--- src/rtl/icache_line_fetch.sv ---
// icache_line_fetch: fetches instruction lines over a burst bus, keeps one line for reuse
// and registers a per-word branch/ret/call predecode alongside it.
module icache_line_fetch #(
  parameter int LINE_WORDS = 4,
  parameter bit BUF_EN = 1'b1
) (
  input  logic                     clk,
  input  logic                     reset,
  input  logic                     ireq_valid,
  input  logic [31:0]              ireq_addr,
  input  logic                     flush,
  output logic                     iresp_data_ok,
  output logic [32*LINE_WORDS-1:0] iresp_data,
  output logic [2*LINE_WORDS-1:0]  iresp_predecode,
  output logic                     creq_valid,
  output logic [31:0]              creq_addr,
  output logic [3:0]               creq_len,
  input  logic                     cresp_ready,
  input  logic                     cresp_last,
  input  logic [31:0]              cresp_data
);
  localparam int BW = $clog2(LINE_WORDS);
  localparam int OB = BW + 2;
  typedef enum logic [1:0] {IDLE, REQ, REFILL, RESP} state_t;
  state_t state;
  logic buf_valid;
  logic flushed;
  logic [BW-1:0] beat;
  logic [31:0] tag;
  logic [31:0] paddr;
  logic [31:0] line_addr;
  logic hit;
  logic [32*LINE_WORDS-1:0] line_next;
  logic [2*LINE_WORDS-1:0] pd_next;
  function automatic logic [1:0] classify(input logic [31:0] w);
    logic [5:0] op;
    logic [5:0] funct;
    logic [4:0] rs;
    logic [4:0] rt;
    logic br;
    op = w[31:26];
    rs = w[25:21];
    rt = w[20:16];
    funct = w[5:0];
    br = (op inside {[6'h04:6'h07], 6'h02}) || (op == 6'h00 && funct == 6'h09) ||
         (op == 6'h01 && rt inside {5'h00, 5'h01, 5'h10, 5'h11});
    return br ? 2'd1 : (op == 6'h00 && rs == 5'd31 && funct == 6'h08) ? 2'd2 : (op == 6'h03) ? 2'd3 : 2'd0;
  endfunction
  // kseg0/kseg1 (0x8-0xB) fold onto the low 512 MB of physical space
  assign paddr = (ireq_addr[31:30] == 2'b10) ? {3'b000, ireq_addr[28:0]} : ireq_addr;
  assign line_addr = {paddr[31:OB], {OB{1'b0}}};
  assign hit = BUF_EN && buf_valid && (tag == line_addr);
  always_comb begin
    line_next = iresp_data;
    line_next[{beat, 5'b0} +: 32] = cresp_data;
    pd_next = '0;
    for (int i = 0; i < LINE_WORDS; i++) pd_next[2*i +: 2] = classify(line_next[32*i +: 32]);
  end
  always_ff @(posedge clk or posedge reset) begin
    if (reset) begin
      state <= IDLE;
      iresp_data_ok <= 1'b0;
      iresp_data <= '0;
      iresp_predecode <= '0;
      creq_valid <= 1'b0;
      creq_addr <= '0;
      creq_len <= '0;
      buf_valid <= 1'b0;
      flushed <= 1'b0;
      beat <= '0;
      tag <= '0;
    end else begin
      iresp_data_ok <= 1'b0;
      case (state)
        IDLE: begin
          if (flush) begin
            buf_valid <= 1'b0;
          end else if (ireq_valid && hit) begin
            state <= RESP;
            iresp_data_ok <= 1'b1;
          end else if (ireq_valid) begin
            // the refill overwrites the buffer in place, so it stops being a valid line now
            state <= REQ;
            buf_valid <= 1'b0;
            flushed <= 1'b0;
            creq_valid <= 1'b1;
            creq_addr <= line_addr;
            creq_len <= 4'(LINE_WORDS - 1);
          end
        end
        REQ, REFILL: begin
          if (flush && state == REQ) begin
            state <= IDLE;
            buf_valid <= 1'b0;
            creq_valid <= 1'b0;
            beat <= '0;
          end else begin
            if (flush) flushed <= 1'b1;
            if (cresp_ready) begin
              iresp_data <= line_next;
              beat <= beat + 1'b1;
              state <= REFILL;
              if (cresp_last) begin
                beat <= '0;
                creq_valid <= 1'b0;
                if (flushed || flush) begin
                  state <= IDLE;
                end else begin
                  state <= RESP;
                  iresp_data_ok <= 1'b1;
                  buf_valid <= 1'b1;
                  tag <= creq_addr;
                  iresp_predecode <= pd_next;
                end
              end
            end
          end
        end
        RESP: begin
          state <= IDLE;
          if (flush) buf_valid <= 1'b0;
        end
        default: state <= IDLE;
      endcase
    end
  end
endmodule
--- config.mk ---
export PLATFORM = sky130hd
export DESIGN_NAME = icache_line_fetch
export DESIGN_NICKNAME = d
export VERILOG_FILES = /design/src/rtl/icache_line_fetch.sv
export SDC_FILE = /design/constraint.sdc
export NUM_CORES = 1
export LEC_CHECK = 0
export ABC_AREA = 1
export CAP_MARGIN = 20
export CORE_ASPECT_RATIO = 0.5
export CORE_MARGIN = 1.5
export CORE_UTILIZATION = 40
export CTS_BUF_LIST = sky130_fd_sc_hd__clkbuf_16
export CTS_CLUSTER_DIAMETER = 30
export DETAILED_ROUTE_END_ITERATION = 8
export HOLD_SLACK_MARGIN = 0.12
export PLACE_DENSITY = 0.67
export SYNTH_ARGS = -nofsm -noshare
export SYNTH_HDL_FRONTEND = slang
export SYNTH_SLANG_ARGS = --single-unit
--- constraint.sdc ---
create_clock -name clk -period 8.4 [get_ports clk]
set_input_delay 1.68 -clock clk [delete_from_list [all_inputs] [get_ports clk]]
set_output_delay 1.68 -clock clk [all_outputs]
set_load 0.01 [all_outputs]
==> results.txt <==
Derived from the worst setup path, the maximum achievable clock frequency is between 200 and 250 MHz. The synthesized design contains approximately 200 register bits. Of the available clock period, the critical path in the final layout requires 0.5341. STA puts the critical path data required time at a little under 9 ns.

The leakage component of the power is around 6.4 nW. The length of the first detailed-routing pass in iterations is 5. The number of design-rule violations left by the first detailed-router iteration came out at approximately 950.

The origin of the worst min-delay path is flushed. The number of input and output port buffers inserted is ~230. The pre-CTS setup slack came out at 3.431 ns. The number of antenna violations at the first check in global routing came out at 0. The post-synthesis cell count came out at around 1300. The type of the worst setup path is input pin to register.

The clock net sink count came out at about 200. The number of inserted filler cells in the final layout came out at 2242. The final cell utilization of the core came out at 0.5612. The count of nets left with antenna violations once routing finished came out at 0. The cell depth of the worst hold path is 2.

The clock slew at the register clock pins of the worst setup and hold paths is 0.05 ns. The run finished with clean final reports. The number of distinct library cells after synthesis is 33. Hold repair after CTS inserted 0 buffers. Setup violations remaining at the end of the flow were counted as 0. The standard cell core area is between 20000 and 25000 um2. The number of standard-cell rows in the floorplan came out at 40. The worst-case IR drop observed on VDD is ~0.18 mV. Of the post-synthesis cell area, the dominant cell type holds 0.4993. The critical path starts at flush.

The CTS tree is done. The maximum root-to-sink buffer count is 3. The final setup TNS came out at 0 ns. The area growth from synthesis to layout came out at 35.77%.

The number of resized instances in the post-cts repair step came out at 0. The headroom to the max-slew limit came out at 0.3558. After legalization and detailed placement, the total HPWL measured 22.91 mm.

The total grt overflow is 0. The total of max-cap violations came out at 0. The layout net count is approximately 1600. The first global-routing pass estimated 50.63 mm of wire. The via total after detailed routing is 9759.

The width of the chip came out at 227.4 um. In the routed design, unresolved DRC markers number 0. The worst-case hold slack came out at 0.4828 ns. The total power divided by cell area is about 370 nW/um2. The maximum number of pins on one net before global-route repair is 139. Setup repair after global routing left no endpoint under its margin.

For this run, the number of Yosys warnings is 0. The count of pins over their slew limit came out at 0. Along the worst path, the maximum fanout reaches just under 80. The post-synthesis sequential area ratio is 0.4993.

The count of antenna diodes in the layout came out at 0. The total track usage is 0.2469. The instance area after placement came out at approximately 13000 um2. The minimum clock period is between 4 and 5 ns.

The number of buffers added by the clock tree synthesis step came out at 31. The path category of the worst min-delay check is register to register. In this run the critical register-to-register path is launched from beat[0]. The layout cell share with drive strength beyond 1 is 0.05185. The worst register-to-register path has a depth of 14.

In this run the count of I/O pins placed on the die edge is between 200 and 250. The area of the die is about 26000 um2. On the final layout, the worst clock skew is around 0.022 ns. The average cell area after synthesis is a little under 8 um2. Across all setup checks in the final design, the least slack found is around 3.9 ns. The die height is between 100 and 150 um.

STA classifies the critical path startpoint as an input pin. At the pin with the least slew margin, the transition time is roughly 0.97 ns. The sum of routed wire length over all layers came out at about 32 mm. The final weighted congestion in routability-driven placement is approximately 0.9. The top cell type by total area after synthesis is dfrtp_1. In this run the clock root is driven by a clkbuf_16. At the later pin of the worst-skew pair, clock insertion delay measures about 0.56 ns. The via count of the first global-routing pass came out at around 9400.

The initial utilization of the core area, before any placement, comes to 0.4133. The depth of the CTS H-tree is 1. STA classifies the critical path endpoint as a register. Yosys attributes the largest share of cell area to dfrtp_1 50%, nand2_1 13%, o21ai_0 9.9%.

The final cell area excluding filler cells is approximately 14000 um2. Post-CTS timing repair inserted 0 buffers for setup. The summed instance area of the synthesized netlist came out at 10070 um2. After detailed routing, the average wire length per cell comes to 17.07 um. The vias per cell is a little over 5.

At the worst endpoint, the arrival time is between 4 and 5 ns. The final hold violation count came out at 0.
-- cell families after synthesis --
family                   Yosys count  share of synthesized area
buffers and inverters            232                    0.09414
AO/OA/AOI/OAI                    287                     0.1529
other                              1                  0.0003722
flip-flops                       201                     0.4993
XOR/XNOR                           7                   0.006086
AND/OR/NAND/NOR                  572                     0.2361
adder cells (fa/ha/maj)            9                    0.01118
-- state kept, by name, summed over array words and instances (netlist names) --
name             flops
buf_valid            1
tag                 28
flushed              1
state                2
iresp_data_ok        1
iresp_predecode      8
creq_addr           28
iresp_data         128
creq_valid           1
beat                 2
creq_len             1
-- synth_stat cells --
| library cell | n |
|---|---|
| o21ai_0 | 199 |
| nor2_4 | 5 |
| a21oi_1 | 21 |
| clkbuf_1 | 31 |
| buf_2 | 17 |
| o31ai_1 | 6 |
| buf_6 | 2 |
| a31oi_1 | 1 |
| conb_1 | 1 |
| nor2_2 | 7 |
| buf_4 | 11 |
| o32ai_1 | 1 |
| nand4_1 | 13 |
| a21oi_2 | 1 |
| nand3b_1 | 2 |
| nand3_1 | 85 |
| nand2_2 | 2 |
| ha_1 | 9 |
| nand2_4 | 2 |
| xnor2_1 | 7 |
| o22ai_1 | 44 |
| o21a_1 | 7 |
| inv_2 | 6 |
| o21ai_1 | 4 |
| dfrtp_1 | 201 |
| a22oi_1 | 2 |
| nand2_1 | 355 |
| inv_1 | 160 |
| buf_1 | 5 |
| nor3_1 | 6 |
| nor2_1 | 94 |
| or2_1 | 1 |
| o21bai_1 | 1 |
-- power by group --
part | switching (mW) | internal [mW] | total, mW
clock network | 0.466 | 0.818 | 1.28
registers | 0.252 | 1.32 | 1.58
logic | 1.28 | 0.917 | 2.20
-- final cells by class --
type	instances	area [um2]	area share
inverters	166	630.6	0.04610
clock inverters	23	249.0	0.01820
well taps	336	420.4	0.03074
multi-input cells	881	4128	0.3018
flip-flops and latches	201	5030	0.3677
clock buffers	31	775.7	0.05671
repair buffers	241	2445	0.1787
-- per-stage QoR --
| stage | power [mW] | cells |
|---|---|---|
| global route | 5.399 | 1879 |
| floorplan | 2.783 | 1314 |
| detailed placement | 3.743 | 1822 |
| global placement | 3.697 | 1821 |
| CTS | 5.053 | 1876 |
| finish | 5.060 | 1879 |
-- layer usage --
| metal | vias up | track usage | wire, um |
|---|---|---|---|
| met3 | 73 | 0.05597 | 2331 |
| met5 | - | 0 | 0 |
| met4 | 0 | 0.08344 | 1038 |
| met2 | 369 | 0.4087 | 14990 |
| li1 | 4651 | - | - |
| met1 | 4666 | 0.3218 | 13710 |
-- critical path, cell delays in order --
cell and delay, ns:
clkdlybuf4s50_1 0.49, nand2_1 0.14, nand2_1 0.14, nor2_4 0.10, buf_4 0.58, inv_2 0.47, buf_4 0.50, nor2_1 0.17
buf_4 0.30, o21ai_0 0.16, o21a_1 0.12
-- cells in the final DEF (no fill, tap or decap), types with 2 or more instances in the layout --
cell / n
nand2_2: 2
dfrtp_1: 201
buf_12: 2
nor2_4: 6
xnor2_1: 7
clkinv_4: 2
nand3b_1: 2
o22ai_1: 44
o21a_1: 7
o21ai_1: 4
nand2_4: 2
inv_1: 162
inv_2: 6
nor2_2: 7
conb_1: 6
nand3_1: 84
nand2_1: 355
bufinv_16: 5
o31ai_1: 6
a22oi_1: 2
clkinv_2: 4
o21ai_0: 199
ha_1: 9
clkbuf_16: 31
a21oi_1: 21
clkinvlp_4: 3
nor2_1: 93
nand4_1: 13
nor3_1: 6
clkdlybuf4s50_1: 233
buf_4: 4
clkinv_1: 5
-- worst paths after layout --
check	end	slack (ns)
setup / recovery	iresp_data[44]	3.91
hold / removal	flushed	0.48
setup reg to reg	iresp_predecode[4]	4.52
hold reg to reg	flushed	0.48
max in group asynchronous	iresp_data[93]	5.18
min in group asynchronous	creq_addr[14]	1.74
Note: power is estimated with default switching activity, not from simulation.
